`config.mk`:
```
export PLATFORM = sky130hd
export DESIGN_NAME = ft_de_btb
export DESIGN_NICKNAME = d
export VERILOG_FILES = /design/src/rtl/ft_de_pkg.sv /design/src/rtl/btb_array.sv /design/src/rtl/ft_de_btb.sv
export SDC_FILE = /design/constraint.sdc
export NUM_CORES = 1
export LEC_CHECK = 0
export CAP_MARGIN = 20
export CORE_ASPECT_RATIO = 1.2
export CORE_MARGIN = 4
export CORE_UTILIZATION = 54
export DETAILED_ROUTE_END_ITERATION = 7
export PLACE_DENSITY = 0.8
export SYNTH_ARGS = -nofsm -noshare
export SYNTH_HDL_FRONTEND = slang
export SYNTH_HIERARCHICAL = 1
export SYNTH_SLANG_ARGS = --single-unit
```
`constraint.sdc`:
```
create_clock -name clk -period 5.4 [get_ports clk]
set_input_delay 1.35 -clock clk [delete_from_list [all_inputs] [get_ports clk]]
set_output_delay 1.35 -clock clk [all_outputs]
set_load 0.03 [all_outputs]
```
`src/rtl/ft_de_pkg.sv`:
```
// Shared constants for the fetch-to-decode register and its branch target buffer.
package ft_de_pkg;

  localparam int XLEN_D      = 32;
  localparam int BTB_DEPTH_D = 4;
  localparam int BTB_DLY_D   = 10;
  localparam int CAUSE_W_D   = 5;

  // Instruction word placed in the decode slot when a bubble is inserted.
  localparam logic [63:0] NOP_INSTR = '0;

endpackage

```
`src/rtl/btb_array.sv`:
```
// Fully associative branch target buffer: storage, match, round-robin
// replacement and bulk invalidate. Lookup is purely combinational.
module btb_array #(
  parameter int XLEN  = 32,
  parameter int DEPTH = 4
) (
  input  logic            clk,
  input  logic            cpurst_n,
  input  logic            wr_en,
  input  logic [XLEN-1:0] wr_key,
  input  logic [XLEN-1:0] wr_data,
  input  logic            inval,
  input  logic            lookup_en,
  input  logic [XLEN-1:0] lookup_pc,
  output logic            hit,
  output logic [XLEN-1:0] rd_data
);

  localparam int PTR_W = (DEPTH > 1) ? $clog2(DEPTH) : 1;
  localparam logic [PTR_W-1:0] PTR_LAST = PTR_W'(DEPTH - 1);

  logic [DEPTH-1:0] valid_q;
  logic [XLEN-1:0]  key_q  [DEPTH];
  logic [XLEN-1:0]  data_q [DEPTH];
  logic [PTR_W-1:0] ptr_q;

  logic [DEPTH-1:0] wr_match;
  logic             wr_dup;
  logic [DEPTH-1:0] wr_sel;
  logic [DEPTH-1:0] rd_match;

  // Pick the write target: an entry already holding the key, else the pointer slot.
  always_comb begin
    wr_match = '0;
    wr_sel   = '0;
    for (int i = 0; i < DEPTH; i++) begin
      wr_match[i] = valid_q[i] && (key_q[i] == wr_key);
    end
    wr_dup = |wr_match;
    for (int i = 0; i < DEPTH; i++) begin
      wr_sel[i] = wr_dup ? wr_match[i] : (ptr_q == PTR_W'(i));
    end
  end

  // Valid bits and replacement pointer; invalidate beats a same-cycle write.
  always_ff @(posedge clk) begin
    if (!cpurst_n) begin
      valid_q <= '0;
      ptr_q   <= '0;
    end else if (inval) begin
      valid_q <= '0;
      ptr_q   <= '0;
    end else if (wr_en) begin
      valid_q <= valid_q | wr_sel;
      if (!wr_dup) begin
        ptr_q <= (ptr_q == PTR_LAST) ? '0 : ptr_q + PTR_W'(1);
      end
    end
  end

  // Key/data storage; contents are meaningless until the valid bit is set.
  always_ff @(posedge clk) begin
    if (wr_en && !inval) begin
      for (int i = 0; i < DEPTH; i++) begin
        if (wr_sel[i]) begin
          key_q[i]  <= wr_key;
          data_q[i] <= wr_data;
        end
      end
    end
  end

  // Zero-latency lookup; dedupe guarantees at most one match, so OR-reduce.
  always_comb begin
    rd_match = '0;
    rd_data  = '0;
    for (int i = 0; i < DEPTH; i++) begin
      rd_match[i] = lookup_en && valid_q[i] && (key_q[i] == lookup_pc);
      if (rd_match[i]) begin
        rd_data = rd_data | data_q[i];
      end
    end
    hit = |rd_match;
  end

endmodule

```
`src/rtl/ft_de_btb.sv`:
```
// Fetch-to-decode pipeline register with branch-capture flag, lookup-ready
// delay counter and an N-entry branch target buffer.
module ft_de_btb
  import ft_de_pkg::*;
#(
  parameter int XLEN      = XLEN_D,
  parameter int BTB_DEPTH = BTB_DEPTH_D,
  parameter int BTB_DLY   = BTB_DLY_D,
  parameter int CAUSE_W   = CAUSE_W_D
) (
  input  logic               clk,
  input  logic               cpurst_n,
  input  logic               de_stall,
  input  logic               exe_stall,
  input  logic               memacc_stall,
  input  logic               fet_flush,
  input  logic               branch_predict_err,
  input  logic               fence_stall,
  input  logic [XLEN-1:0]    fetch_pc,
  input  logic [XLEN-1:0]    rv32_instr_todec,
  input  logic [15:0]        rv16_instr_todec,
  input  logic               fet_is_x1,
  input  logic               fet_is_xn,
  input  logic               predict_bxxtaken,
  input  logic               fe2de_rv16,
  input  logic               g_int,
  input  logic [CAUSE_W-1:0] causecode_int,
  input  logic               de2fe_branch,
  input  logic               de2ex_inst_valid,
  input  logic               btb_inval,
  input  logic [XLEN-1:0]    lookup_pc,
  output logic [XLEN-1:0]    fe2de_pc_ffout,
  output logic [XLEN-1:0]    fe2de_instr_ffout,
  output logic               fe2de_valid_ffout,
  output logic               fet_is_x1_ffout,
  output logic               fet_is_xn_ffout,
  output logic               fe2de_predict_bxxtaken_ffout,
  output logic               fe2de_rv16_ffout,
  output logic               fe2de_g_int_ffout,
  output logic [CAUSE_W-1:0] fe2de_causecode_int_ffout,
  output logic               de2ex_inst_valid_real,
  output logic               btb_hit,
  output logic [XLEN-1:0]    btb_instr,
  output logic               btb_ready
);

  localparam int CNT_W = (BTB_DLY > 0) ? $clog2(BTB_DLY + 1) : 1;
  localparam logic [CNT_W-1:0] DLY_C = CNT_W'(BTB_DLY);

  logic               stall;
  logic               kill;
  logic               fire;
  logic [XLEN-1:0]    wr_data;

  logic [XLEN-1:0]    pc_p1;
  logic [XLEN-1:0]    instr_p1;
  logic               vld_p1;
  logic               x1_p1;
  logic               xn_p1;
  logic               taken_p1;
  logic               rv16_p1;
  logic               gint_p1;
  logic [CAUSE_W-1:0] cause_p1;
  logic [15:0]        rv16_instr_p1;
  logic               cap_p1;
  logic [CNT_W-1:0]   dly_cnt;

  assign stall = de_stall | exe_stall | memacc_stall;
  assign kill  = fet_flush | branch_predict_err | fence_stall;

  assign de2ex_inst_valid_real = de2ex_inst_valid & ~stall;
  assign fire                  = cap_p1 & de2ex_inst_valid_real;
  assign wr_data = rv16_p1 ? {{(XLEN-16){1'b0}}, rv16_instr_p1} : instr_p1;

  // Fetch -> decode stage boundary: load, bubble on kill, hold on stall.
  always_ff @(posedge clk) begin
    if (!cpurst_n) begin
      pc_p1         <= '0;
      instr_p1      <= '0;
      vld_p1        <= 1'b0;
      x1_p1         <= 1'b0;
      xn_p1         <= 1'b0;
      taken_p1      <= 1'b0;
      rv16_p1       <= 1'b0;
      gint_p1       <= 1'b0;
      cause_p1      <= '0;
      rv16_instr_p1 <= '0;
    end else if (!stall) begin
      pc_p1 <= fetch_pc;
      if (kill) begin
        instr_p1      <= NOP_INSTR[XLEN-1:0];
        vld_p1        <= 1'b0;
        x1_p1         <= 1'b0;
        xn_p1         <= 1'b0;
        taken_p1      <= 1'b0;
        rv16_p1       <= 1'b0;
        gint_p1       <= 1'b0;
        cause_p1      <= '0;
        rv16_instr_p1 <= '0;
      end else begin
        instr_p1      <= rv32_instr_todec;
        vld_p1        <= 1'b1;
        x1_p1         <= fet_is_x1;
        xn_p1         <= fet_is_xn;
        taken_p1      <= predict_bxxtaken;
        rv16_p1       <= fe2de_rv16;
        gint_p1       <= g_int;
        cause_p1      <= causecode_int;
        rv16_instr_p1 <= rv16_instr_todec;
      end
    end
  end

  // Capture flag: armed by a decoded branch, consumed when the next instruction issues.
  always_ff @(posedge clk) begin
    if (!cpurst_n) begin
      cap_p1 <= 1'b0;
    end else if (de2fe_branch) begin
      cap_p1 <= 1'b1;
    end else if (fire) begin
      cap_p1 <= 1'b0;
    end
  end

  // Post-reset delay before lookups are allowed to hit; saturates at BTB_DLY.
  always_ff @(posedge clk) begin
    if (!cpurst_n) begin
      dly_cnt <= '0;
    end else if (dly_cnt != DLY_C) begin
      dly_cnt <= dly_cnt + CNT_W'(1);
    end
  end

  assign btb_ready = (dly_cnt >= DLY_C);

  assign fe2de_pc_ffout               = pc_p1;
  assign fe2de_instr_ffout            = instr_p1;
  assign fe2de_valid_ffout            = vld_p1;
  assign fet_is_x1_ffout              = x1_p1;
  assign fet_is_xn_ffout              = xn_p1;
  assign fe2de_predict_bxxtaken_ffout = taken_p1;
  assign fe2de_rv16_ffout             = rv16_p1;
  assign fe2de_g_int_ffout            = gint_p1;
  assign fe2de_causecode_int_ffout    = cause_p1;

  btb_array #(
    .XLEN  (XLEN),
    .DEPTH (BTB_DEPTH)
  ) u_btb (
    .clk       (clk),
    .cpurst_n  (cpurst_n),
    .wr_en     (fire),
    .wr_key    (pc_p1),
    .wr_data   (wr_data),
    .inval     (btb_inval),
    .lookup_en (btb_ready),
    .lookup_pc (lookup_pc),
    .hit       (btb_hit),
    .rd_data   (btb_instr)
  );

endmodule

```
# After elaboration in Yosys (flattened, before gate mapping)
# Memories as Yosys holds them, arrays and structs flattened.
# Index checks and enable logic that the tools add are counted.
# Widths: inputs -> output; s select.
# op_classes
n_lt_le_gt_ge	1
n_mux	33
reduce_logical	20
bitwise_logic	13
eq_ne	12
n_addsub	2
# ops
op	n
$eq 32x32->1	8
$mux 32	6
$or 32x32->32	3
$mux 1	24
$mux 16	1
$logic_and 1x1->1	13
$reduce_or 4->1	2
$mux 5	1
$add 4x1->4 const B	1
$eq 2x2->1 const B	2
$ge 4x4->1 const B	1
$ne 4x4->1 const B	1
$or 1x1->1	4
$or 4x4->4	1
$not 1->1	3
$add 2x1->2 const B	1
$and 1x1->1	2
$eq 2x1->1 const B	1
$logic_not 2->1	1
$mux 2	1
$reduce_and 2->1	1
$reduce_bool 2->1	1
$reduce_or 2->1	1
$logic_not 1->1	1
# totals
output_inout_bits	110
n_memories	2
reg_bits	102
elab_cells	97
ram_bits	256
inputBits	133
# mem_list
memory	words	width	rd	rd_ports_with_merged_regs	write_ports	line	text
u_btb.data_q	4	32	4	0	4	btb_array.sv:24	logic [XLEN-1:0] data_q [DEPTH];
u_btb.key_q	4	32	4	0	4	btb_array.sv:23	logic [XLEN-1:0] key_q [DEPTH];

# Longest topological paths before layout
# Gate-level depths: netlist (run 1).
# logic_depth
depth_word	10
mapped_depth	9
ltp_nobuf	8

# Cells and area by module
# The synthesis (run 1) kept the hierarchy.
# by_module_without_submodules
module	cells_each	instances	area_per_inst_um2
btb_array	759	1	11572.3
ft_de_btb	341	1	3493.4

# Worst setup path after synthesis (run 1)
# Ideal clock, no wire load.
# synth_timing
path_type	input -> register
from	in exe_stall
to	mem u_btb.data_q[0][0], enable pin
setup_time_ns	0.486
setup_slack_ns	0.311
required_time_ns	4.914
path_stages	4
t_arrival_ns	4.602
path_cell_list	nor3_4 and3_1 nand2b_1 nor2_1
# synth_lines
item	line	text
start, declared	ft_de_btb.sv:14	input logic exe_stall,
end, declared	btb_array.sv:24	

# Worst setup path after layout (run 1)
# layout_timing
from	in lookup_pc[16]
to	out btb_instr[26]
# layout_between
elab_chain_cells	9
word_cells_on_any_way	15
classes_between	eq/ne (4); mux (4); bitwise (3); reduce/logical (4)
# layout_rtl
item	line	text
start, declared	ft_de_btb.sv:31	input logic [XLEN-1:0] lookup_pc,
$eq 32x32->1	btb_array.sv:78	rd_match[i] = lookup_en && valid_q[i] && (key_q[i] == lookup_pc);
$logic_and 1x1->1	btb_array.sv:78	
$mux 32	btb_array.sv:79	if (rd_match[i]) begin
$or 32x32->32	btb_array.sv:80	rd_data = rd_data | data_q[i];
$mux 32	btb_array.sv:79	
$or 32x32->32	btb_array.sv:80	
$mux 32	btb_array.sv:79	
$or 32x32->32	btb_array.sv:80	
$mux 32 (*)	btb_array.sv:79	
end, declared	ft_de_btb.sv:43	output logic [XLEN-1:0] btb_instr,
# Mark *: on every way between the ends. The rest lies on a longest branch, timed or not.

==> metrics.yaml, run 1 <==
global_routing:
  gr-usage-met1_pct: 35.5
  first_pass_grt_wire_length_um: 68100
  grt_max_degree: 73
  grt_overflow: 0
  grtUsageTotal_pct: 29.9
  met2_usage_pct: 51.9
  grt.busiest_layer: "met2"
  grt_pass1_vias: 10818
  antenna_found_initial: 3
  use_met3_pct: 7.29
logic_synthesis:
  combinational_family_with_the_most_area_after_synthesis: "XOR/XNOR gates"
  synth.yosys.seq_area_share_pct: 64.6
  syn-cell-area_um2: 15100
  synth_cell_type_count: 38
  postSynthCellCount: 1100
  synth_area_per_cell_um2: 13.7
  post_synth_mux_area_share_pct: 1.33
  synth_simple_gate_area_share_pct: 9.69
  number_of_synthesized_register_bits: 358
  area_share_of_xor_xnor_cells_in_the_synthesized_design_pct: 14.9
  yosysWarnings: 6
  synth_compound_gate_area_share_pct: 7.21
  adder_cell_fraction_of_synth_area_pct: 0.498
  synth.net_count: 1239
timing:
  timing_max_transition_violations_final: 0
  final_setup_violation_count: 0
  timing.final.crit_share_pct: 98.9
  final.hold.worst_slack_ns: 0.481
  timing.clock.skew_ns: 0.0189
  period_minus_slack_ns: 5.34
  postLayoutSetupSlackWorst_ns: 0.0579
  final.setup.tns_ns: 0
  fmax_mhz: 187
  timing.max_slew.rel_slack_pct: 27.6
  hold_viol: 0
  worst-slew-pin-transition_ns: 1.09
worst_setup_path:
  critPathLaunch: "lookup_pc[16]"
  worst_setup_path_end_kind: "output pin"
  worstPathArrival_ns: 3.99
  critical_path.n_buffers_inverters: 6
  worst_setup_ep: "btb_instr[26]"
  rr_startpoint: "fe2de_pc_ffout[29]"
  worst-endpoint-required_ns: 4.05
  timing.critical_path.mode_cell: "sky130_fd_sc_hd__buf_6"
  crit_path_max_fanout: 8
  worstSetupPathType: "in2out"
  worst_setup_path_start_kind: "input pin"
  crit_cells: 13
  cp_slowest_stage_delay_ns: 0.60
  cpLargestDelayFamily: "simple AND/OR/NAND/NOR gates"
  worstReg2RegEnd: "u_btb/key_q[2][8]"
  r2r_setup_slack_ns: 1.42
  critical_path.cell_chain: "clkdlybuf4s15_1 -> buf_6 -> xor2_4 -> nor4_4 -> nand4_1 -> or4_4 -> nor4_4 -> buf_6 -> buf_12 -> buf_16 -> a22oi_1 -> nand2_1 -> buf_6"
  slowest_stage: "sky130_fd_sc_hd__or4_4"
  timing.reg2reg.worst_path_depth: 8
cells_and_area:
  area.growth.synth_to_final_pct: 32.7
  fin_nets: 1552
  postLayoutCoreUtil_pct: 73.1
  nFillCells: 1787
  layout-drive-gt1-share_pct: 15.4
cts:
  clk_pin_slew_ns: 0.06
  clkSinkCount: 358
  cts-hold-fix-buffers: 0
  tritoncts: "done"
  ctsLongestPathBuffers: 3
  clk-insertion-delay-late_ns: 0.52
  cts_htree_levels: 2
  numCtsBuffers: 36
  cts_root_buffer: "sky130_fd_sc_hd__clkbuf_16"
die:
  die-height_um: 191
  die_w_um: 160
  floorplan.initialDensity_pct: 55.1
  num_rows: 66
  die_area_um2: 30600
  io_pins: 243
  fp.coreArea_um2: 27300
drt:
  wl_final_um: 48000
  detailroute.via_count: 10696
  avgViaCountPerCell: 5.89
  route.detailed.wl_per_inst_um: 26.5
  route.antenna.remaining_nets: 0
  iteration_count_of_the_initial_detailed_routing_pass: 5
  drcViolationCount: 0
  first_iter_violations: 859
power_and_ir_drop:
  p_leak_nw: 7.14
  worst_ir_drop_vdd_v: 0.000230
  cellPowerDensity_nw_per_um2: 287
placed_design:
  place_ws_ns: -0.308
  gp_congestion: 0.963
  port_buffers: 242
  dpl.hpwl_um: 32100
worst_hold_path:
  hp-start: "rv16_instr_p1[0]"
  hp-class: "reg2reg"
run_status:
  outcome: "complete, no violations"
flow_run:
  max_cap_violations: 0
synthesized netlist by cell type:
library cell	n	share of area [%]
sky130_fd_sc_hd__a21boi_0	1	0.050
sky130_fd_sc_hd__a21oi_1	4	0.13
sky130_fd_sc_hd__a22o_1	58	3.4
sky130_fd_sc_hd__a22oi_1	64	3.2
sky130_fd_sc_hd__a31o_2	1	0.058
sky130_fd_sc_hd__and2_1	3	0.12
sky130_fd_sc_hd__and3_1	2	0.083
sky130_fd_sc_hd__buf_1	3	0.075
sky130_fd_sc_hd__buf_2	13	0.43
sky130_fd_sc_hd__buf_4	6	0.30
sky130_fd_sc_hd__buf_6	5	0.37
sky130_fd_sc_hd__clkbuf_1	19	0.47
sky130_fd_sc_hd__dfxtp_1	102	14
sky130_fd_sc_hd__edfxtp_1	256	51
sky130_fd_sc_hd__ha_1	6	0.50
sky130_fd_sc_hd__inv_1	4	0.10
sky130_fd_sc_hd__mux2_2	16	1.2
sky130_fd_sc_hd__mux2i_1	2	0.13
sky130_fd_sc_hd__nand2_1	83	2.1
sky130_fd_sc_hd__nand2b_1	3	0.12
sky130_fd_sc_hd__nand3_1	71	2.4
sky130_fd_sc_hd__nand3b_1	2	0.10
sky130_fd_sc_hd__nand4_1	24	1.0
sky130_fd_sc_hd__nor2_1	5	0.12
sky130_fd_sc_hd__nor2b_1	17	0.71
sky130_fd_sc_hd__nor3_1	6	0.20
sky130_fd_sc_hd__nor3_4	1	0.11
sky130_fd_sc_hd__nor4_1	46	1.9
sky130_fd_sc_hd__nor4_2	2	0.17
sky130_fd_sc_hd__nor4_4	2	0.28
sky130_fd_sc_hd__o2111ai_1	1	0.058
sky130_fd_sc_hd__o211a_1	1	0.066
sky130_fd_sc_hd__o21ai_0	5	0.17
sky130_fd_sc_hd__o31a_1	2	0.12
sky130_fd_sc_hd__or3_1	1	0.042
sky130_fd_sc_hd__or4_1	6	0.30
sky130_fd_sc_hd__xnor2_1	64	3.7
sky130_fd_sc_hd__xor2_1	193	11
cell families after synthesis:
group,count (synthesis)
AND/OR/NAND/NOR,274
AO/OA/AOI/OAI,137
adder cells (fa/ha/maj),6
multiplexers,18
flip-flops,358
XOR/XNOR,257
buffers and inverters,50
stage by stage:
stage	instances	total power [mW]	cell area [µm²]
finish	1815	5.73	20000
global route	1814	5.88	20000
CTS	1807	5.74	19800
detailed placement	1730	3.37	18300
global placement	1730	3.37	18300
floorplan	1100	3.14	15100
power by group:
group / total [mW] / internal (mW) / switching, mW
logic: 0.341 / 0.168 / 0.172
registers: 2.98 / 2.94 / 0.0411
clock network: 2.41 / 1.37 / 1.04
total: 5.73 / 4.47 / 1.26
routing by layer:
layer / up-vias / wire length [µm]
li1: 4725 / -
met1: 5279 / 17300
met2: 575 / 24300
met3: 115 / 3960
met4: 2 / 2460
met5: - / 13
registers in the layout, summed over array words and instances, names as in the netlist, 4 cells and up:
signal                     cells
dly_cnt                        4
fe2de_causecode_int_ffout      5
fe2de_instr_ffout             32
fe2de_pc_ffout                32
rv16_instr_p1                 16
u_btb/data_q                 128
u_btb/key_q                  128
u_btb/valid_q                  4
cell type report:
cell class              instances  area, µm²  area share, %
diodes                          1       2.50         0.0125
clock buffers                  52       1010           5.06
clock inverters                13        120          0.601
inverters                       4       15.0         0.0751
multi-input cells             692       5260           26.3
flip-flops and latches        358       9730           48.7
well taps                     374        468           2.34
repair buffers                321       3380           16.9
worst reg2reg max path: cells and delay by family (launching register included):
kind / cells / cell delay [ns]
buffers and inverters: 1 / 0.39
AOI/OAI and AO/OA: 1 / 0.28
xor gates and xnor gates: 1 / 0.48
and+or+nand+nor: 5 / 1.88
DFF: 1 / 0.65
timing repair:
| action | CTS | global route |
|---|---|---|
| setup buffers | 7 | 3 |
| endpoints found under the setup margin | 33 | 33 |
| pin swaps | 24 | 26 |
| gates resized for setup | 80 | 23 |
| cloned | 6 | 5 |
cells in the final DEF (no fill, tap or decap), types with 26 or more instances in the layout:
| cell | n |
|---|---|
| sky130_fd_sc_hd__clkdlybuf4s50_1 | 177 |
| sky130_fd_sc_hd__a22oi_1 | 62 |
| sky130_fd_sc_hd__xor2_1 | 189 |
| sky130_fd_sc_hd__a22o_1 | 58 |
| sky130_fd_sc_hd__buf_4 | 62 |
| sky130_fd_sc_hd__xnor2_1 | 64 |
| sky130_fd_sc_hd__edfxtp_1 | 256 |
| sky130_fd_sc_hd__nor4_1 | 36 |
| sky130_fd_sc_hd__buf_6 | 26 |
| sky130_fd_sc_hd__clkbuf_16 | 42 |
| sky130_fd_sc_hd__nand2_1 | 83 |
| sky130_fd_sc_hd__dfxtp_1 | 102 |
| sky130_fd_sc_hd__nand3_1 | 71 |
worst min-delay path by stage:
stage / endpoint / slack, ns / cells past startpoint
final: rv16_instr_p1[0] / 0.48 / 1
after global routing: rv16_instr_p1[12] / 0.49 / 1
after CTS: rv16_instr_p1[12] / 0.48 / 1
after detailed placement: rv16_instr_p1[0] / 0.46 / 1
after global placement: cap_p1 / 0.44 / 2
after floorplan: cap_p1 / 0.43 / 2
No activity file was read; power rests on OpenSTA's default activity.
==> run 2, diff against run 1 <==
- CORE_UTILIZATION: 54 -> 48
- PLACE_DENSITY: 0.8 -> 0.76
- clock period: 5.4 -> 4.9 ns (I/O delays scaled with it)
==> run 2 against run 1 <==
Net effect: register-to-register slack worse by 0.62 ns; wire length is 0.38% higher; sequential share of layout area is 0.96 points lower; core utilization is 6.8 points lower; highest routed layer unchanged; non-clock buffer count is 6 higher; cell area is 2.0% higher; largest cell class unchanged; critical endpoint is now btb_instr[0].
==> metrics.yaml, run 2 (synthesis results as in run 1) <==
die:
  floorplan.initialDensity_pct: 49.0  # -6.1 points
  io_pins: 243  # unchanged
  num_rows: 70  # +6.1%
  die_w_um: 170  # +5.8%
  die-height_um: 202  # +5.8%
  fp.coreArea_um2: 30700  # +12%
  die_area_um2: 34300  # +12%
timing:
  final.setup.tns_ns: 0  # unchanged
  timing.max_slew.rel_slack_pct: 38.5  # +11 points
  fmax_mhz: 206
  timing.final.crit_share_pct: 99.2
  grt_setup_unrepaired: "true"
  timing_max_transition_violations_final: 0  # unchanged
  period_minus_slack_ns: 4.86
  final.hold.worst_slack_ns: 0.472  # -0.00885 ns
  hold_viol: 0  # unchanged
  worst-slew-pin-transition_ns: 0.914  # -0.172 ns
  final_setup_violation_count: 0  # unchanged
  timing.clock.skew_ns: 0.0150  # -0.00390 ns
run_status:
  outcome: "complete, no violations"
power_and_ir_drop:
  power_switching_mw: 1.39  # +11%
  cellPowerDensity_nw_per_um2: 313  # +9.1%
  worst_ir_drop_vdd_v: 0.000230  # +0.23%
  report.power.total_mw: 6.37  # +11%
  sw_share_pct: 21.8  # -0.092 points
  clock_power_share_pct: 42.5  # +0.4 points
  cellInternalPower_mw: 4.98  # +11%
  comb_power_share_pct: 6.1  # about the same
  p_leak_nw: 7.23  # +1.3%
  relative_contribution_of_sequential_cells_to_total_power_pct: 51.4  # -0.6 points
drt:
  drcViolationCount: 0  # unchanged
  route.detailed.wl_per_inst_um: 26.2  # -1.1%
  iteration_count_of_the_initial_detailed_routing_pass: 5  # unchanged
  wl_final_um: 48200  # +0.38%
  detailroute.via_count: 10705  # +0.084%
  avgViaCountPerCell: 5.81  # -1.4%
  first_iter_violations: 1114  # +30%
  route.antenna.remaining_nets: 0  # unchanged
worst_setup_path:
  worst_setup_path_end_kind: "output pin"
  worstReg2RegEnd: "u_btb/key_q[1][16]"
  worstSetupPathType: "in2out"
  crit_path_max_fanout: 8  # unchanged
  worst_setup_path_start_kind: "input pin"
  r2r_setup_slack_ns: 0.80  # -0.62 ns
  timing.reg2reg.worst_path_depth: 7  # -1
  worst-endpoint-required_ns: 3.67  # -0.38 ns
  rr_startpoint: "fe2de_pc_ffout[29]"
  worstPathArrival_ns: 3.64  # -0.35 ns
cells_and_area:
  layout-drive-gt1-share_pct: 19.1  # +3.7 points
  reg_top3: "u_btb/data_q (128), u_btb/key_q (128)"
  mostFrequentLayoutCells: "sky130_fd_sc_hd__edfxtp_1 (256), sky130_fd_sc_hd__clkdlybuf4s50_1 (175), sky130_fd_sc_hd__xor2_1 (174), sky130_fd_sc_hd__dfxtp_1 (102), sky130_fd_sc_hd__nand2_1 (82)"
  fin_nets: 1558  # +0.39%
  area.growth.synth_to_final_pct: 35.3
  final_common_cell: "sky130_fd_sc_hd__edfxtp_1"
  antenna_cells: 0  # -1
worst_hold_path:
  hp-class: "reg2reg"
  hp-start: "cap_p1"
  whs_endpoint: "cap_p1"
  hold_depth: 2  # +1
cts:
  numCtsBuffers: 36  # unchanged
  clk_pin_slew_ns: 0.06  # about the same
  cts_root_buffer: "sky130_fd_sc_hd__clkbuf_16"
  clk-insertion-delay-late_ns: 0.53  # about the same
  tritoncts: "done"
  ctsLongestPathBuffers: 3  # unchanged
  clkSinkCount: 358  # unchanged
  cts_htree_levels: 2  # unchanged
placed_design:
  gp_congestion: 0.991  # +2.8%
  port_buffers: 242  # unchanged
  dpl.hpwl_um: 32200  # +0.49%
global_routing:
  grt_pass1_vias: 11113  # +2.7%
  antenna_found_initial: 1  # -2
  grtUsageTotal_pct: 27.3  # -2.6 points
  first_pass_grt_wire_length_um: 69800  # +2.5%
  grt_overflow: 0  # unchanged
  grt_max_degree: 72  # -1.4%
flow_run:
  max_cap_violations: 0  # unchanged
==> run 2: critical path, stage by stage <==
cell	delay, ns
sky130_fd_sc_hd__dlygate4sd2_1	0.28
sky130_fd_sc_hd__buf_4	0.16
sky130_fd_sc_hd__xnor2_1	0.27
sky130_fd_sc_hd__nand4_1	0.17
sky130_fd_sc_hd__or4_4	0.56
sky130_fd_sc_hd__nor4_4	0.15
sky130_fd_sc_hd__buf_6	0.18
sky130_fd_sc_hd__buf_12	0.13
sky130_fd_sc_hd__buf_16	0.13
sky130_fd_sc_hd__a22oi_1	0.11
sky130_fd_sc_hd__nand2_1	0.10
sky130_fd_sc_hd__buf_6	0.15
==> run 2: layer usage <==
metal	global-route usage, %	vias to the layer above	share of wire, %
li1	-	4720	-
met1	32.5	5241	36
met2	46.7	618	50
met3	6.94	124	9.0
met4	11.7	2	4.9
met5	0	-	0.027
==> run 2: timing repair <==
| action | CTS | global route |
|---|---|---|
| resized for setup | 193 | 30 |
| setup buffers | 14 | 0 |
| endpoints found under the hold margin | 0 | 0 |
| gates cloned | 11 | 2 |
| hold buffers | 0 | 0 |
| endpoints found under the setup margin | 33 | 33 |
| pin swaps | 47 | 29 |
==> run 2: how the worst max path moves through the flow <==
stage,startpoint,endpoint,slack (ns)
3_5_place_dp,lookup_pc[11],btb_instr[7],-0.50
5_1_grt,lookup_pc[7],btb_instr[18],-0.004
6_report,lookup_pc[23],btb_instr[0],0.04
2_1_floorplan,fe2de_pc_ffout[7],u_btb/data_q[0][0],-0.06
4_1_cts,lookup_pc[2],btb_instr[18],-0.01
3_3_place_gp,lookup_pc[11],btb_instr[30],-0.53
==> run 2: power groups by stage <==
stage               Clock (mW)  Combinational, mW  Sequential (mW)
floorplan                    0              0.115             3.35
global placement             0              0.372             3.34
detailed placement           0              0.375             3.34
CTS                       2.74              0.382             3.28
global route              2.86              0.405             3.28
finish                    2.71              0.387             3.28
==> run 2: through the flow <==
stage / utilization [%] / std cells / worst slack, ns / area [µm²]
final: 66.3 / 1843 / 0.0392 / 20400
after global routing: 66.3 / 1843 / -0.00436 / 20400
after CTS: 66.1 / 1848 / -0.0110 / 20300
after detailed placement: 59.8 / 1759 / -0.499 / 18400
after global placement: 59.8 / 1759 / -0.527 / 18400
after floorplan: - / 1100 / -0.0648 / 15100
==> run 2: cell type report <==
class / count / area (µm²)
Inverter: 4 / 15.0
Tap cell: 396 / 495
Clock inverter: 16 / 150
Timing Repair Buffer: 327 / 3510
Multi-Input combinational cell: 692 / 5480
Fill cell: 2192 / 10400
Sequential cell: 358 / 9730
Clock buffer: 50 / 1010
